===== config.mk =====
export PLATFORM = sky130hd
export DESIGN_NAME = uart_tx_arbiter
export DESIGN_NICKNAME = d
export VERILOG_FILES = /design/src/rtl/uart_tx_arbiter.sv
export SDC_FILE = /design/constraint.sdc
export NUM_CORES = 1
export LEC_CHECK = 0
export BUFFER_PORTS_ARGS = -buffer_cell sky130_fd_sc_hd__buf_2
export CORE_MARGIN = 5
export CORE_UTILIZATION = 25
export CTS_CLUSTER_SIZE = 40
export DETAILED_ROUTE_END_ITERATION = 12
export SYNTH_ARGS = -nofsm -noshare
export SYNTH_HDL_FRONTEND = slang
export SYNTH_SLANG_ARGS = --single-unit
export TNS_END_PERCENT = 100

===== constraint.sdc =====
create_clock -name clk -period 5.2 [get_ports clk]
set_clock_uncertainty 0.05 [all_clocks]
set_input_delay 0.52 -clock clk [delete_from_list [all_inputs] [get_ports clk]]
set_output_delay 0.52 -clock clk [all_outputs]
set_load 0.02 [all_outputs]

===== src/rtl/uart_tx_arbiter.sv =====
//==============================================================================
// Module   : uart_tx_arbiter
// Brief    : Round-robin arbiter sharing one UART transmitter between NUM_REQ
//            byte producers, with inter-frame gap and hung-transmitter timeout.
// Revision : 1.0 - initial release
//==============================================================================
`default_nettype none

module uart_tx_arbiter #(
    parameter int NUM_REQ     = 4,
    parameter int TIMEOUT_CYC = 200000,
    parameter int GAP_CYC     = 16
) (
    input  logic                 clk,
    input  logic                 reset,
    input  logic [NUM_REQ-1:0]   req_valid,
    input  logic [8*NUM_REQ-1:0] req_data,
    output logic [NUM_REQ-1:0]   req_ack,
    output logic                 tx_start,
    output logic [7:0]           tx_data,
    input  logic                 tx_done,
    output logic                 busy,
    output logic [2:0]           grant_id,
    output logic                 timeout
);

    localparam int c_IDX_W = $clog2(NUM_REQ);
    localparam int c_TO_W  = $clog2(TIMEOUT_CYC + 1);
    localparam int c_GAP_W = $clog2(GAP_CYC + 1);

    localparam logic [c_TO_W-1:0]  c_TO_LAST  = c_TO_W'(TIMEOUT_CYC - 1);
    localparam logic [c_GAP_W-1:0] c_GAP_LAST = c_GAP_W'(GAP_CYC - 1);

    typedef enum logic [1:0] {
        S_IDLE  = 2'd0,
        S_START = 2'd1,
        S_WAIT  = 2'd2,
        S_GAP   = 2'd3
    } state_t;

    state_t              r_state;
    logic [2:0]          r_rr_ptr;
    logic [c_TO_W-1:0]   r_to_cnt;
    logic [c_GAP_W-1:0]  r_gap_cnt;
    logic                r_tx_done_q;

    logic                w_found;
    logic [c_IDX_W-1:0]  w_idx;
    logic [c_IDX_W-1:0]  w_win_idx;
    logic [2:0]          w_winner;
    logic [2:0]          w_rr_next;
    logic [7:0]          w_sel_data;
    logic                w_done_rise;

    // A level left high from a previous frame must not end the new one.
    assign w_done_rise = tx_done & ~r_tx_done_q;

    always_comb begin
        w_found   = 1'b0;
        w_idx     = '0;
        w_win_idx = '0;
        for (int k = 0; k < NUM_REQ; k++) begin
            w_idx = c_IDX_W'((int'(r_rr_ptr) + k) % NUM_REQ);
            if (!w_found && req_valid[w_idx]) begin
                w_found   = 1'b1;
                w_win_idx = w_idx;
            end
        end
    end

    assign w_winner  = 3'(w_win_idx);
    assign w_rr_next = (w_winner == 3'(NUM_REQ - 1)) ? 3'd0 : w_winner + 3'd1;

    always_comb begin
        w_sel_data = '0;
        for (int i = 0; i < NUM_REQ; i++) begin
            if (w_winner == 3'(i)) begin
                w_sel_data = req_data[8*i +: 8];
            end
        end
    end

    always_ff @(posedge clk or negedge reset) begin
        if (!reset) begin
            r_state     <= S_IDLE;
            r_rr_ptr    <= '0;
            r_to_cnt    <= '0;
            r_gap_cnt   <= '0;
            r_tx_done_q <= 1'b0;
            req_ack     <= '0;
            tx_start    <= 1'b0;
            tx_data     <= '0;
            busy        <= 1'b0;
            grant_id    <= '0;
            timeout     <= 1'b0;
        end else begin
            r_tx_done_q <= tx_done;
            req_ack     <= '0;
            tx_start    <= 1'b0;
            timeout     <= 1'b0;
            case (r_state)
                S_IDLE: begin
                    if (w_found) begin
                        tx_data  <= w_sel_data;
                        grant_id <= w_winner;
                        r_rr_ptr <= w_rr_next;
                        req_ack  <= NUM_REQ'(1) << w_win_idx;
                        tx_start <= 1'b1;
                        busy     <= 1'b1;
                        r_state  <= S_START;
                    end
                end
                S_START: begin
                    r_to_cnt <= '0;
                    r_state  <= S_WAIT;
                end
                S_WAIT: begin
                    if (w_done_rise) begin
                        r_gap_cnt <= '0;
                        r_state   <= S_GAP;
                    end else if (r_to_cnt == c_TO_LAST) begin
                        timeout   <= 1'b1;
                        r_gap_cnt <= '0;
                        r_state   <= S_GAP;
                    end else begin
                        r_to_cnt <= r_to_cnt + c_TO_W'(1);
                    end
                end
                S_GAP: begin
                    if (r_gap_cnt == c_GAP_LAST) begin
                        busy    <= 1'b0;
                        r_state <= S_IDLE;
                    end else begin
                        r_gap_cnt <= r_gap_cnt + c_GAP_W'(1);
                    end
                end
                default: r_state <= S_IDLE;
            endcase
        end
    end

endmodule

`default_nettype wire


== Word-level counts from Yosys, hierarchy flattened ==
Index checks and enable logic that the tools add are counted.

* Flip-flop bits (word level): 45
* Output and inout port bits: 18
* Logic and storage cells: 97

* $add $sub $neg: 6
* Order comparisons: 4
* Multiplexer cells: 43
* Shifts and indexed selects: 1
* Eq/ne operators: 14
* Bitwise gates (word level): 2
* Reduce and logical (&&, ||, !) cells: 16

{| class="wikitable"
|+ Operators by type and width
! operator !! number
|-
| two-way mux 18 bit || 2
|-
| one-hot mux 18 bit (2 select lines) || 1
|-
| two-way mux 8 bit || 4
|-
| adder 18 x 1 -> 18 bit (second input constant) || 1
|-
| == test 18 bit (second input constant) || 1
|-
| two-way mux 2 bit || 9
|-
| two-way mux 1 bit || 15
|-
| two-way mux 5 bit || 3
|-
| less-than comparator 2 x 3 -> 1 bit (second input constant) || 4
|-
| AND reduction 3 bit || 4
|-
| inequality test 2 bit (second input constant) || 5
|-
| one-hot mux 5 bit (2 select lines) || 1
|-
| binary-select mux 1 bit (select 2 bit) || 4
|-
| == test 2 bit (second input constant) || 4
|-
| two-way mux 4 bit || 2
|-
| one-hot mux 2 bit (4 select lines) || 1
|-
| nonzero test 2 bit || 3
|-
| adder 5 x 1 -> 5 bit (second input constant) || 1
|-
| == test 5 x 4 -> 1 bit (second input constant) || 1
|-
| adder 2 x 1 -> 2 bit (second input constant) || 2
|-
| adder 2 bit (second input constant) || 2
|-
| == test 2 x 1 -> 1 bit (second input constant) || 2
|-
| << shifter 1 x 2 -> 4 bit (first input constant) || 1
|-
| logical AND 1 bit || 3
|-
| other kinds (8) || 10
|}

== Logic depth before layout (Yosys ltp) ==
Gate-level depths: netlist (run 1).

* Depth after elaboration: 17
* Gate-level depth with buffers: 12

== Worst setup path after synthesis (run 1) ==
Ideal clock, no wire load.

* Path type: input to register
* From: input req_valid[2]
* To: register tx_data[6]
* Data required time: 5.031 ns
* Stages: 10
* Library setup time: 0.119 ns
* Arrival: 2.208 ns
* Path slack: 2.823 ns
* Buffers on the path: 2
* Path through: nor4_1 nor2_1 inv_1 ha_1 clkbuf_1 clkbuf_1 a21oi_1 a21oi_1 o21ai_0 o21a_1

* Word-level cells in the longest chain between the ends: 17
* Elaborated cells between the ends (all ways): 31
* Those cells by class: eq/ne (3); mux (20); reduce/logical (8)

{| class="wikitable"
|+ RTL lines
! what !! line !! source
|-
| from (decl) || 16 || <nowiki>input logic [NUM_REQ-1:0] req_valid,</nowiki>
|-
| binary-select mux 1 bit (select 2 bit) || 64 || <nowiki>if (!w_found && req_valid[w_idx]) begin</nowiki>
|-
| two-way mux 1 bit (not written as such) || 64 ||
|-
| two-way mux 1 bit || 64 ||
|-
| logical NOT 1 bit || 64 ||
|-
| logical AND 1 bit || 64 ||
|-
| two-way mux 1 bit || 64 ||
|-
| logical NOT 1 bit || 64 ||
|-
| logical AND 1 bit || 64 ||
|-
| two-way mux 1 bit || 64 ||
|-
| logical NOT 1 bit || 64 ||
|-
| logical AND 1 bit || 64 ||
|-
| two-way mux 2 bit (*) || 64 ||
|-
| net w_win_idx[0] || 49 || <nowiki>logic [c_IDX_W-1:0] w_win_idx;</nowiki>
|-
| logical NOT 3 bit || 77 || <nowiki>if (w_winner == 3'(i)) begin</nowiki>
|-
| two-way mux 8 bit (3 in a row) || 77 ||
|-
| two-way mux 8 bit (*) || 77 ||
|-
| to (signal assigned) || 104 || <nowiki>tx_data <= w_sel_data;</nowiki>
|-
| to (decl) || 20 || <nowiki>output logic [7:0] tx_data,</nowiki>
|}

The timed path passes the listed nets; every way through them passes the cells marked *. The select of a mux whose other input is x is not followed.
A chain may end at the register's enable or synchronous reset.

== Worst setup path in the final report (run 1) ==
* From: input req_valid[2]
* To: register tx_data[5]

The elaborated chain is that of the path after synthesis.

==> results summary, run 1 <==
The flow ran to the end, and the final reports show no timing, DRC or antenna violations. The max-slew violation count is 0. The count of nets after finishing came out at 371. The standby leakage power came out at 1.392 nW. The synthesis warning total came out at 0. The I/O pin count came out at 57. The vertical extent of the die is 111.5 um. The post-cts gate resize count came out at 0. The worst register-to-register path begins at r_rr_ptr[1].

The worst reg2reg path endpoint is tx_data[5]. The worst path buffer plus inverter count is 1. The number of clock buffers added by TritonCTS is 5. The total number of H-tree levels is 2. The number of flops mapped to enable cells by yosys came out at 0. Averaged over all synthesized cells, the footprint is 9.437 um2. After synthesis, the largest family of logic cells by area is simple AND/OR/NAND/NOR gates.

The worst hold path begins at tx_done. The layout cell share with drive strength beyond 1 is 22.05%. The number of unique standard cell types used by synthesis is 45.

The flip-flop cell with the highest count after synthesis is sky130_fd_sc_hd__dfrtp_1. The synthesis-to-finish area growth came out at 18.36%. The largest voltage drop on the vdd net came out at 0.0002281 V. The total number of vias came out at 2128. The cell area after synthesis came out at 2576 um2.

The floorplan step defined a die boundary enclosing 12430 um2. The headroom to the max-slew limit is 32.32%. The global router's overall resource usage is 9.815%. For the worst setup path, the data arrival time is 2.54 ns. The maximum number of pins on one net before global-route repair is 46. Setup repair after global routing left no endpoint under its margin. Data on the critical path is required at its endpoint by 5.39 ns. Summing the areas of all and, or, nand and nor instances in the mapped netlist gives 23.85% of the synthesized area. The clock tree from TritonCTS is yes. The fraction of power spent switching nets is 42.48%. The clock-pin slew reported for the worst setup and hold paths after clock tree synthesis is 0.09 ns. The initial DRC count is 134. The sequential cell area came out at 1126 um2. The area of combinational cells with multiple inputs came out at 1341 um2. The initial core utilization is 25.29%.

Walking the worst path, the cells encountered are buf_2 -> nor4_1 -> nor2_1 -> ha_1 -> nand3b_1 -> a21oi_1 -> a21oi_1 -> o21ai_0 -> o21a_1. The count of antenna diodes in the layout is 0. The combinational cell fraction of total power is 46.0%. The destination of the worst hold path is r_tx_done_q. For this design, the slowest cell found on the critical path is sky130_fd_sc_hd__nor4_1. Hold repair after CTS inserted 0 buffers.

The largest delay contributor family on the critical path is simple AND/OR/NAND/NOR gates. After synthesis, the share of flip-flops with an asynchronous set or reset is 100.0%. The sum of internal, switching and leakage power came out at 0.001355 W. The total core area came out at 10180 um2. STA classifies the critical path endpoint as a register. In the finished design, the share of the clock period the worst path needs comes to 45.17%. The net switching power of the design is 0.0005755 W.

The number of search-and-repair iterations in the first detailed-routing pass came out at 4. With fillers left out, the area of the finished cells amounts to 3049 um2. The longest individual stage delay on the worst path is 0.52 ns. The synthesized design contains 45 register bits. The total cell area at the placement stage came out at 2954 um2. The row count came out at 37. The post-synthesis share of cell area spent on full adders, half adders and majority gates is 5.342%. The number of clock sinks seen by CTS is 45. The sequential cell fraction of total power is 37.0%. The min-delay analysis places its worst path in the category in -> reg. Buffers placed on the I/O ports in this run total 55. The post-synthesis instance total is 273.

The count of filler cells inserted in the layout is 1111. The post-synth net total came out at 323. The via-per-instance ratio came out at 4.646. Counting I/O delays and the setup requirement, the final critical path takes 2.349 ns. The number of global-route vias before repair is 2220.

After Yosys synthesis, XOR and XNOR cells account for 3.400% of the synthesized area. The fraction of synthesized area in multiplexers is 0.8256%. The flop-to-flop setup slack came out at 2.92 ns.

The critical path in this run is classified as in -> reg. The number of antenna violations at the first check in global routing is 0. The maximum fanout along the worst path came out at 17. Wires add up to 5958 um.

The width of the chip came out at 111.5 um. The post-CTS setup buffer count came out at 0. The final routed DRC violation total came out at 0. The clock passes through at most 2 buffers. The most numerous cell type found on the critical path is sky130_fd_sc_hd__a21oi_1. In this run the power density over the cells is 444.2 nW/um2.

The cell chosen for the clock root is sky130_fd_sc_hd__clkbuf_8. The final count of hold timing violations came out at 0. The fmax is 425.7 MHz. The depth of the worst hold-timing path is 1. The first global-routing pass estimated 10390 um of wire. The number of cells traversed by the worst register-to-register path is 9.

The final count of negative-setup-slack endpoints is 0. The synthesized netlist devotes 18.50% of its cell area to compound gates. The proportion of synthesized chip area in sequential cells came out at 43.71%. Cell internal power was estimated by the tool at 0.0007791 W.

The final weighted congestion in routability-driven placement is 0.8023. The setup total negative slack is 0 ns. The share of power burned in the clock network is 17.0%. The critical path startpoint category is an input port. The transition time of the tightest slew-check pin came out at 1.015 ns. The clock latency at the later pin of the worst-skew pair came out at 0.30 ns. In the final routed layout, each cell accounts on average for 13.01 um.

The total overflow reported by the global router is 0. The detailed-placement wirelength estimate is 4465 um. The number of max-capacitance violations reported is 0.

The final antenna-violating net count came out at 0.
[power by group through the flow]
stage                     logic [W]  registers [W]  clock network (W)
final                      0.000623       0.000501           0.000230
after floorplan            0.000402       0.000559                  0
after CTS                  0.000637       0.000503           0.000240
after detailed placement   0.000633       0.000509                  0
after global routing       0.000707       0.000515           0.000250
after global placement     0.000622       0.000506                  0
[cell usage after synthesis, drive strengths merged (2+ instances only)]
master  instances  area (um2)
xnor2           5       43.79
nor2b           4       25.02
o21ai          16       91.34
and4            4       35.03
o21a            8       60.06
ha             11       137.6
a21oi          32       160.2
and3            7       43.79
a221o           3       30.03
a22oi           3       22.52
nand3b          8       60.06
buf             5       33.78
clkbuf          9       33.78
nand4           8       50.05
or3             2       12.51
a22o            3       28.78
and2            8       50.05
nand4b          3       26.28
nor3b           3       22.52
inv            11       41.29
nand3           6       30.03
nor3            5       25.02
dfrtp          45        1126
nor4            2       12.51
nand2b          4       25.02
nand2          22       82.58
nor4b           2       47.55
nor2           15       56.30
a21o            3       30.02
a211oi          2       15.01
xor2            5       43.79
[sequential cells by signal (all words and copies together) (netlist names)]
| name | count |
|---|---|
| timeout | 1 |
| r_to_cnt | 18 |
| tx_data | 8 |
| grant_id | 2 |
| busy | 1 |
| r_tx_done_q | 1 |
| r_rr_ptr | 2 |
| r_state | 2 |
| req_ack | 4 |
| r_gap_cnt | 5 |
| tx_start | 1 |
[cell usage in the layout (no fill, tap or decap), types with 6 or more instances in the layout]
cell,netlist,layout
sky130_fd_sc_hd__nand3b_1,8,8
sky130_fd_sc_hd__and2_1,8,8
sky130_fd_sc_hd__o21a_1,8,8
sky130_fd_sc_hd__a21oi_1,32,32
sky130_fd_sc_hd__o21ai_0,15,15
sky130_fd_sc_hd__inv_1,11,11
sky130_fd_sc_hd__ha_1,11,11
sky130_fd_sc_hd__nor2_1,15,15
sky130_fd_sc_hd__buf_2,3,55
sky130_fd_sc_hd__nand4_1,8,8
sky130_fd_sc_hd__nand3_1,6,6
sky130_fd_sc_hd__dfrtp_1,45,45
sky130_fd_sc_hd__nand2_1,22,22
sky130_fd_sc_hd__and3_1,7,7
[final cells by class]
cell class	instances	share of cell area (%)
multi-input cells	203	43.99
flip-flops and latches	45	36.93
repair buffers	55	9.028
well taps	136	5.581
clock buffers	5	2.257
inverters	11	1.354
clock inverters	3	0.8617
[per-stage QoR]
stage	hold slack (ns)	worst slack, ns	std cells	utilization (%)
5_1_grt	0.2872	2.619	458	29.94
3_3_place_gp	0.4137	2.462	450	29.00
4_1_cts	0.2791	2.835	458	29.94
6_report	0.2905	2.851	458	29.94
3_5_place_dp	0.4278	2.516	450	29.00
2_1_floorplan	0.1744	2.823	273	-
[worst max-delay path by stage]
stage,slack (ns),to,cells after the start,startpoint
CTS,2.84,tx_data[5],9,req_valid[2]
global placement,2.46,tx_data[5],9,req_valid[2]
finish,2.85,tx_data[5],9,req_valid[2]
floorplan,2.82,tx_data[6],10,req_valid[2]
detailed placement,2.52,tx_data[5],9,req_valid[2]
global route,2.62,tx_data[5],9,req_valid[2]
[logic make-up (layout without fill, tap and decap cells)]
logic type                 count (synthesis)  count (layout)
AOI/OAI and AO/OA                         75              75
xor gates and xnor gates                  10              10
adders and majority gates                 11              11
buffers and inverters                     25              74
DFF                                       45              45
muxes                                      2               2
other                                      1               1
and+or+nand+nor                          104             104
[per-layer routing]
metal / global-route usage [%] / share of wire (%) / vias up
met5: 0 / 0 / -
met4: 4.704 / 2.8 / 0
met3: 2.174 / 5.1 / 10
met2: 15.52 / 45 / 67
met1: 12.73 / 47 / 982
li1: - / - / 1069
Note: power is estimated with default switching activity, not from simulation.
==> run 2, diff against run 1 <==
- clock period: 5.2 -> 2 ns (I/O delays scaled with it)
==> run 2 against run 1 <==
Compared with the run above: routed wire length grew 4.3%; highest routed layer unchanged; die area is the same; critical endpoint is now tx_data[6]; clock power grew to 3.1 times the previous value; hold slack lost 0.11 ns.
==> results summary, run 2 (synthesis gave the netlist of run 1 again) <==
The number of global-route vias before repair is 2255. The maximum number of pins on one net before global-route repair came out at 46. The row count came out at 37. The full die area came out at 12430 um2.

The final antenna-violating net count came out at 0. The total cell area at the placement stage came out at 3108 um2. In the finished design, the share of the clock period the worst path needs comes to 96.94%. For this configuration, the core starts out at a cell density of 25.29%.

The detailed-placement wirelength estimate is 4625 um. Across the run, the number of max-cap violations was 0. The library cells used most frequently in the layout, excluding fill and tap cells, are sky130_fd_sc_hd__buf_2, sky130_fd_sc_hd__dfrtp_1, sky130_fd_sc_hd__a21oi_1. The final routed DRC violation total came out at 0. The tree is rooted in a sky130_fd_sc_hd__clkbuf_8. The CTS buffer count is 5.

The worst setup path is captured at a register. The count of antenna diodes in the layout is 0. The initial DRC count is 129. The layout cell share with drive strength beyond 1 is 33.04%. The largest voltage drop on the vdd net is 0.0006559 V. The headroom to the max-slew limit is 61.24%. After floorplanning, the core was sized to cover 10180 um2. The clock tree buffer depth came out at 2. The finished cells cover 3367 um2. The count of nets after finishing is 394.

The worst hold path belongs to the class in -> reg. The critical path data required time came out at 2.20 ns. The width of the chip is 111.5 um. The max-slew violation count came out at 0. The I/O pin count came out at 57.

The area growth from synthesis to layout is 30.69%. TritonCTS built the clock tree. The post-placement setup slack is -0.1530 ns. The fmax came out at 515.8 MHz. The total overflow reported by the global router came out at 0.

The number of clock sinks seen by CTS came out at 45. Power spread over the standard cell area amounts to 1201 nW/um2. The final count of hold timing violations is 0. The library cell used most frequently in the layout, excluding fill and tap cells, is sky130_fd_sc_hd__buf_2. The final count of negative-setup-slack endpoints came out at 0. The vertical extent of the die came out at 111.5 um. The first detailed-routing pass ran for 4 iterations.

The flow ran to the end, and the final reports show no timing, DRC or antenna violations. Summed over all layers, the routed wires come to 6214 um. The total number of vias is 2222. The maximum fanout along the worst path came out at 9. The transition time of the tightest slew-check pin is 0.5815 ns. The global router's overall resource usage is 10.03%. The wire length of the first global-routing pass is 10460 um. The standby leakage power came out at 1.514 nW.

The final weighted congestion in routability-driven placement is 0.8075. Data arrives at the worst endpoint at 2.14 ns. The largest registers in the layout are r_to_cnt: 18 flops, tx_data: 8 flops, r_gap_cnt: 5 flops. The clock reaches the later pin of the worst-skew pair after 0.31 ns. The number of buffers inserted by port buffering is 55. The final period demand of the worst path is 1.939 ns. The setup path with the least slack is of type reg -> reg. Using the TritonRoute via totals, the vias-per-cell ratio works out to 4.620. Clock-pin slew was measured on the worst setup and hold paths at 0.09 ns. Hold timing on the final database bottoms out at a slack of 0.1847 ns. The minimum setup slack in the final design is 0.06123 ns. The detailed-route wire length per cell is 12.92 um. The number of antenna violations at the first check in global routing is 0. The critical path startpoint category is a register.

The number of flip-flops under the largest register name is 18. The total number of H-tree levels is 2. The filler cells instantiated in the layout total 1061.

Setup repair after global routing could not meet its margin everywhere. Counting flops per register, the top entry is r_to_cnt.
-- run 2: changes by cell type in the layout (fill, tap and decap cells not counted), sizes merged --
cell         before  now
buf              55   76
clkinv            2    0
dlygate4sd3       0    2
bufinv            0    1
inv              12   13
-- run 2: layer usage --
layer	share of wire [%]	vias to the layer above	GRT usage, %
met5	0	-	0
met4	2.0	0	4.055
met3	4.3	9	2.228
met2	48	54	16.89
met1	46	1043	12.47
li1	-	1116	-
-- run 2: through the flow --
stage	total power, W	setup TNS [ns]	cells	util (%)
floorplan	0.002510	0	273	-
global placement	0.003113	-0.5345	468	30.52
detailed placement	0.003155	-0.9767	468	30.52
CTS	0.003959	0	479	32.24
global route	0.004357	-0.3138	481	33.06
finish	0.004045	0	481	33.06
-- run 2: power by group --
part           internal [W]  switching [W]  leakage [nW]
combinational      0.000899        0.00110         0.874
clock              0.000381       0.000339        0.0591
sequential          0.00114       0.000184         0.581
total               0.00242        0.00162          1.51
-- run 2: area by class of cell --
cell class	count	area, um2	share of cell area (%)
repair buffers	78	456.7	13.56
multi-input cells	203	1455	43.22
inverters	11	41.29	1.226
clock buffers	5	68.82	2.044
flip-flops and latches	45	1127	33.48
clock inverters	3	47.55	1.412
well taps	136	170.2	5.054
-- run 2: path summary, 6_finish.rpt --
| check | start | to | slack (ns) | cells past startpoint |
|---|---|---|---|---|
| max | r_rr_ptr[1] | tx_data[6] | 0.06 | 10 |
| max in group asynchronous | reset | r_rr_ptr[1] | 1.00 | 3 |
| max reg2reg | r_rr_ptr[1] | tx_data[6] | 0.06 | 10 |
| min reg2reg | tx_data[7] | tx_data[7] | 0.44 | 1 |
| min | req_data[30] | tx_data[6] | 0.18 | 4 |
| min in group asynchronous | reset | r_to_cnt[1] | 0.48 | 3 |
-- run 2: worst max-delay path, stage by stage (launching register included) --
cell,delay (ns)
sky130_fd_sc_hd__dfrtp_2,0.46
sky130_fd_sc_hd__buf_4,0.15
sky130_fd_sc_hd__o221ai_2,0.25
sky130_fd_sc_hd__nor2_4,0.09
sky130_fd_sc_hd__inv_2,0.12
sky130_fd_sc_hd__ha_4,0.20
sky130_fd_sc_hd__nand3b_1,0.08
sky130_fd_sc_hd__a21oi_1,0.14
sky130_fd_sc_hd__a21oi_1,0.05
sky130_fd_sc_hd__o21ai_0,0.15
sky130_fd_sc_hd__o21a_1,0.13
-- run 2: repair_timing --
| action | CTS | global route |
|---|---|---|
| buffers inserted | 1 | 3 |
| hold buffers | 2 | 0 |
| endpoints found under the hold margin | 46 | 0 |
| pin swaps | 2 | 10 |
| setup endpoints to repair | 9 | 12 |
| resized for setup | 13 | 22 |
==> run 3, diff against run 2 <==
- RECOVER_POWER: default -> 25
==> run 3 against run 2 <==
Compared with the run above: clock power about the same; sequential cell count unchanged; final cell count unchanged; routed wire length about the same; critical path depth unchanged; clock-buffer cell count unchanged; critical path type unchanged; critical endpoint unchanged; largest cell class unchanged.
==> results summary, run 3 (synthesis gave the netlist of run 1 again) <==
The total number of H-tree levels is 2. Before CTS, the worst setup slack after placement is -0.1530 ns. CTS saw 45 sinks.

The total number of vias came out at 2223. The clock tree buffer depth came out at 2. For this run, the total global-route usage over all layers was measured as 10.03%.

The number of global-route vias before repair came out at 2255. The detailed router finished its first iteration with 136 violations. The internal power is 0.002424 W. The sequential cell fraction of total power is 32.8%.

In this run the clock root is driven by a sky130_fd_sc_hd__clkbuf_8. The final count of negative-setup-slack endpoints came out at 0. The die covers 12430 um2. The width of the chip came out at 111.5 um. The vertical extent of the die is 111.5 um. The number of cells in the design after placement came out at 468. By startpoint and endpoint, the worst setup path is classified as reg -> reg. The clock latency at the later pin of the worst-skew pair came out at 0.31 ns. The I/O pin count came out at 57. 0 antenna diodes ended up in the layout. Data arrives at the worst endpoint at 2.14 ns.

The fraction of power spent switching nets is 40.08%. The transition time of the tightest slew-check pin came out at 1.136 ns. The critical path startpoint category is a register. Dividing total power by cell area gives a power density of 1203 nW/um2. Row generation in the floorplan step produced 37 rows.

The net count of the finished layout is 394. The headroom to the max-slew limit is 24.27%. The minimum setup slack in the final design is 0.06553 ns. The fmax is 516.9 MHz. The slowest cell on the critical path is sky130_fd_sc_hd__dfrtp_2. The post-route clock period utilization is 96.72%. The critical path data required time is 2.20 ns. The max-slew violation count came out at 0. The longest individual stage delay on the worst path came out at 0.46 ns. The worst setup path is captured at a register. The first detailed-routing pass took 4 iterations. The number of antenna violations at the first check in global routing was 0. The wire length reported by the detailed router came out at 6219 um. The largest registers in the layout are r_to_cnt: 18 flops, tx_data: 8 flops, r_gap_cnt: 5 flops. The final antenna-violating net count came out at 0. The wire length of the first global-routing pass is 10460 um. TritonCTS built the clock tree. The combinational cell fraction of total power is 49.3%. Traced cell by cell, the critical path runs through buf_4 -> o221ai_2 -> nor2_4 -> inv_2 -> ha_4 -> nand3b_1 -> a21oi_1 -> a21oi_1 -> o21ai_0 -> o21a_1. The layout cell share with drive strength beyond 1 is 32.46%. The number of max-capacitance violations reported came out at 0. The congestion estimate from routability-driven global placement came to 0.8075. In this run the worst hold path is classified as in -> reg. Leaving out fill and tap cells, the most frequent cell in the layout is sky130_fd_sc_hd__buf_2. The maximum fanout along the worst path came out at 9. The synthesis-to-finish area growth came out at 30.50%. The smallest clock period supported by the final layout is computed as 1.934 ns. The detailed-placement wirelength estimate came out at 4625 um. Setup repair after global routing could not meet its margin everywhere. The clock-pin slew reported for the worst setup and hold paths after clock tree synthesis came out at 0.09 ns. The region available for standard cell placement spans 10180 um2.

The largest voltage drop on the vdd net came out at 0.0006556 V. The most frequent cell on the critical path is sky130_fd_sc_hd__a21oi_1. The number of buffers inserted by port buffering came out at 55. The share of power burned in the clock network came out at 17.8%. The maximum number of pins on one net before global-route repair is 46.

Excluding fillers, the count of instances in the completed layout stands at 481. The final count of hold timing violations was 0. The register with the most flip-flops in the layout has 18 of them. The total overflow reported by the global router came out at 0.

The standby leakage power is 1.506 nW. Dividing the detail-routed wire length by the instance count gives 12.93 um. For this run, design rule violations remaining after detail routing come to 0. The initial core utilization is 25.29%.

Leaving out fill and tap cells, the most frequent cells in the layout are sky130_fd_sc_hd__buf_2, sky130_fd_sc_hd__dfrtp_1, sky130_fd_sc_hd__a21oi_1. The via-per-instance ratio is 4.622. The CTS buffer count is 5. The run finished with clean final reports. Summed over all nets, the switching power comes to 0.001621 W. More flip-flops sit in one register than any other, and that register is r_to_cnt.
## run 3: path summary, 6_finish.rpt
check,from,to,cells past startpoint,slack (ns)
max reg2reg,r_rr_ptr[1],tx_data[6],10,0.07
min in group asynchronous,reset,r_to_cnt[1],3,0.69
min,req_data[30],tx_data[6],4,0.18
max in group asynchronous,reset,r_rr_ptr[1],3,0.45
max,r_rr_ptr[1],tx_data[6],10,0.07
min reg2reg,tx_data[7],tx_data[7],1,0.44
## run 3: cell type report
class	count	area (um2)
Clock buffer	5	68.82
Clock inverter	3	47.55
Fill cell	1064	6823
Inverter	11	41.29
Multi-Input combinational cell	203	1455
Sequential cell	45	1127
Tap cell	136	170.2
Timing Repair Buffer	78	451.7
## run 3: power groups by stage
stage	sequential [W]	clock [W]	combinational (W)
after floorplan	0.00145	0	0.00106
after global placement	0.00133	0	0.00178
after detailed placement	0.00135	0	0.00181
after CTS	0.00133	0.000741	0.00189
after global routing	0.00137	0.000771	0.00222
final	0.00133	0.000721	0.00200
## run 3: critical path: cells and delay by family (launching register included)
| kind | cells | cell delay (ns) |
|---|---|---|
| compound gates | 5 | 0.72 |
| fa+ha+maj | 1 | 0.20 |
| flops | 1 | 0.46 |
| buf+inv | 2 | 0.27 |
| simple gates | 2 | 0.17 |
## run 3: metrics by stage
stage | TNS (ns) | hold slack, ns | utilization (%) | area, um2 | power [W]
after floorplan | 0 | -0.1456 | - | 2589 | 0.002510
after global placement | -0.5345 | 0.2760 | 30.52 | 3108 | 0.003113
after detailed placement | -0.9767 | 0.2817 | 30.52 | 3108 | 0.003155
after CTS | 0 | 0.1737 | 32.24 | 3283 | 0.003959
after global routing | -0.3138 | 0.1872 | 33.01 | 3362 | 0.004356
final | 0 | 0.1846 | 33.01 | 3362 | 0.004045
## run 3: timing repair
action / CTS / global route
pin swaps: 2 / 10
resized for setup: 13 / 22
setup buffers: 1 / 3
gates cloned: 0 / 0
endpoints found under the hold margin: 46 / 0
setup endpoints to repair: 9 / 12
hold buffers: 2 / 0
## run 3: metal layers
layer  vias to the layer above  wire length, um  GRT usage (%)
met4                         0              123          4.055
met5                         -                0              0
li1                       1118                -              -
met2                        56             2970          16.89
met3                         9              274          2.228
met1                      1040             2850          12.47
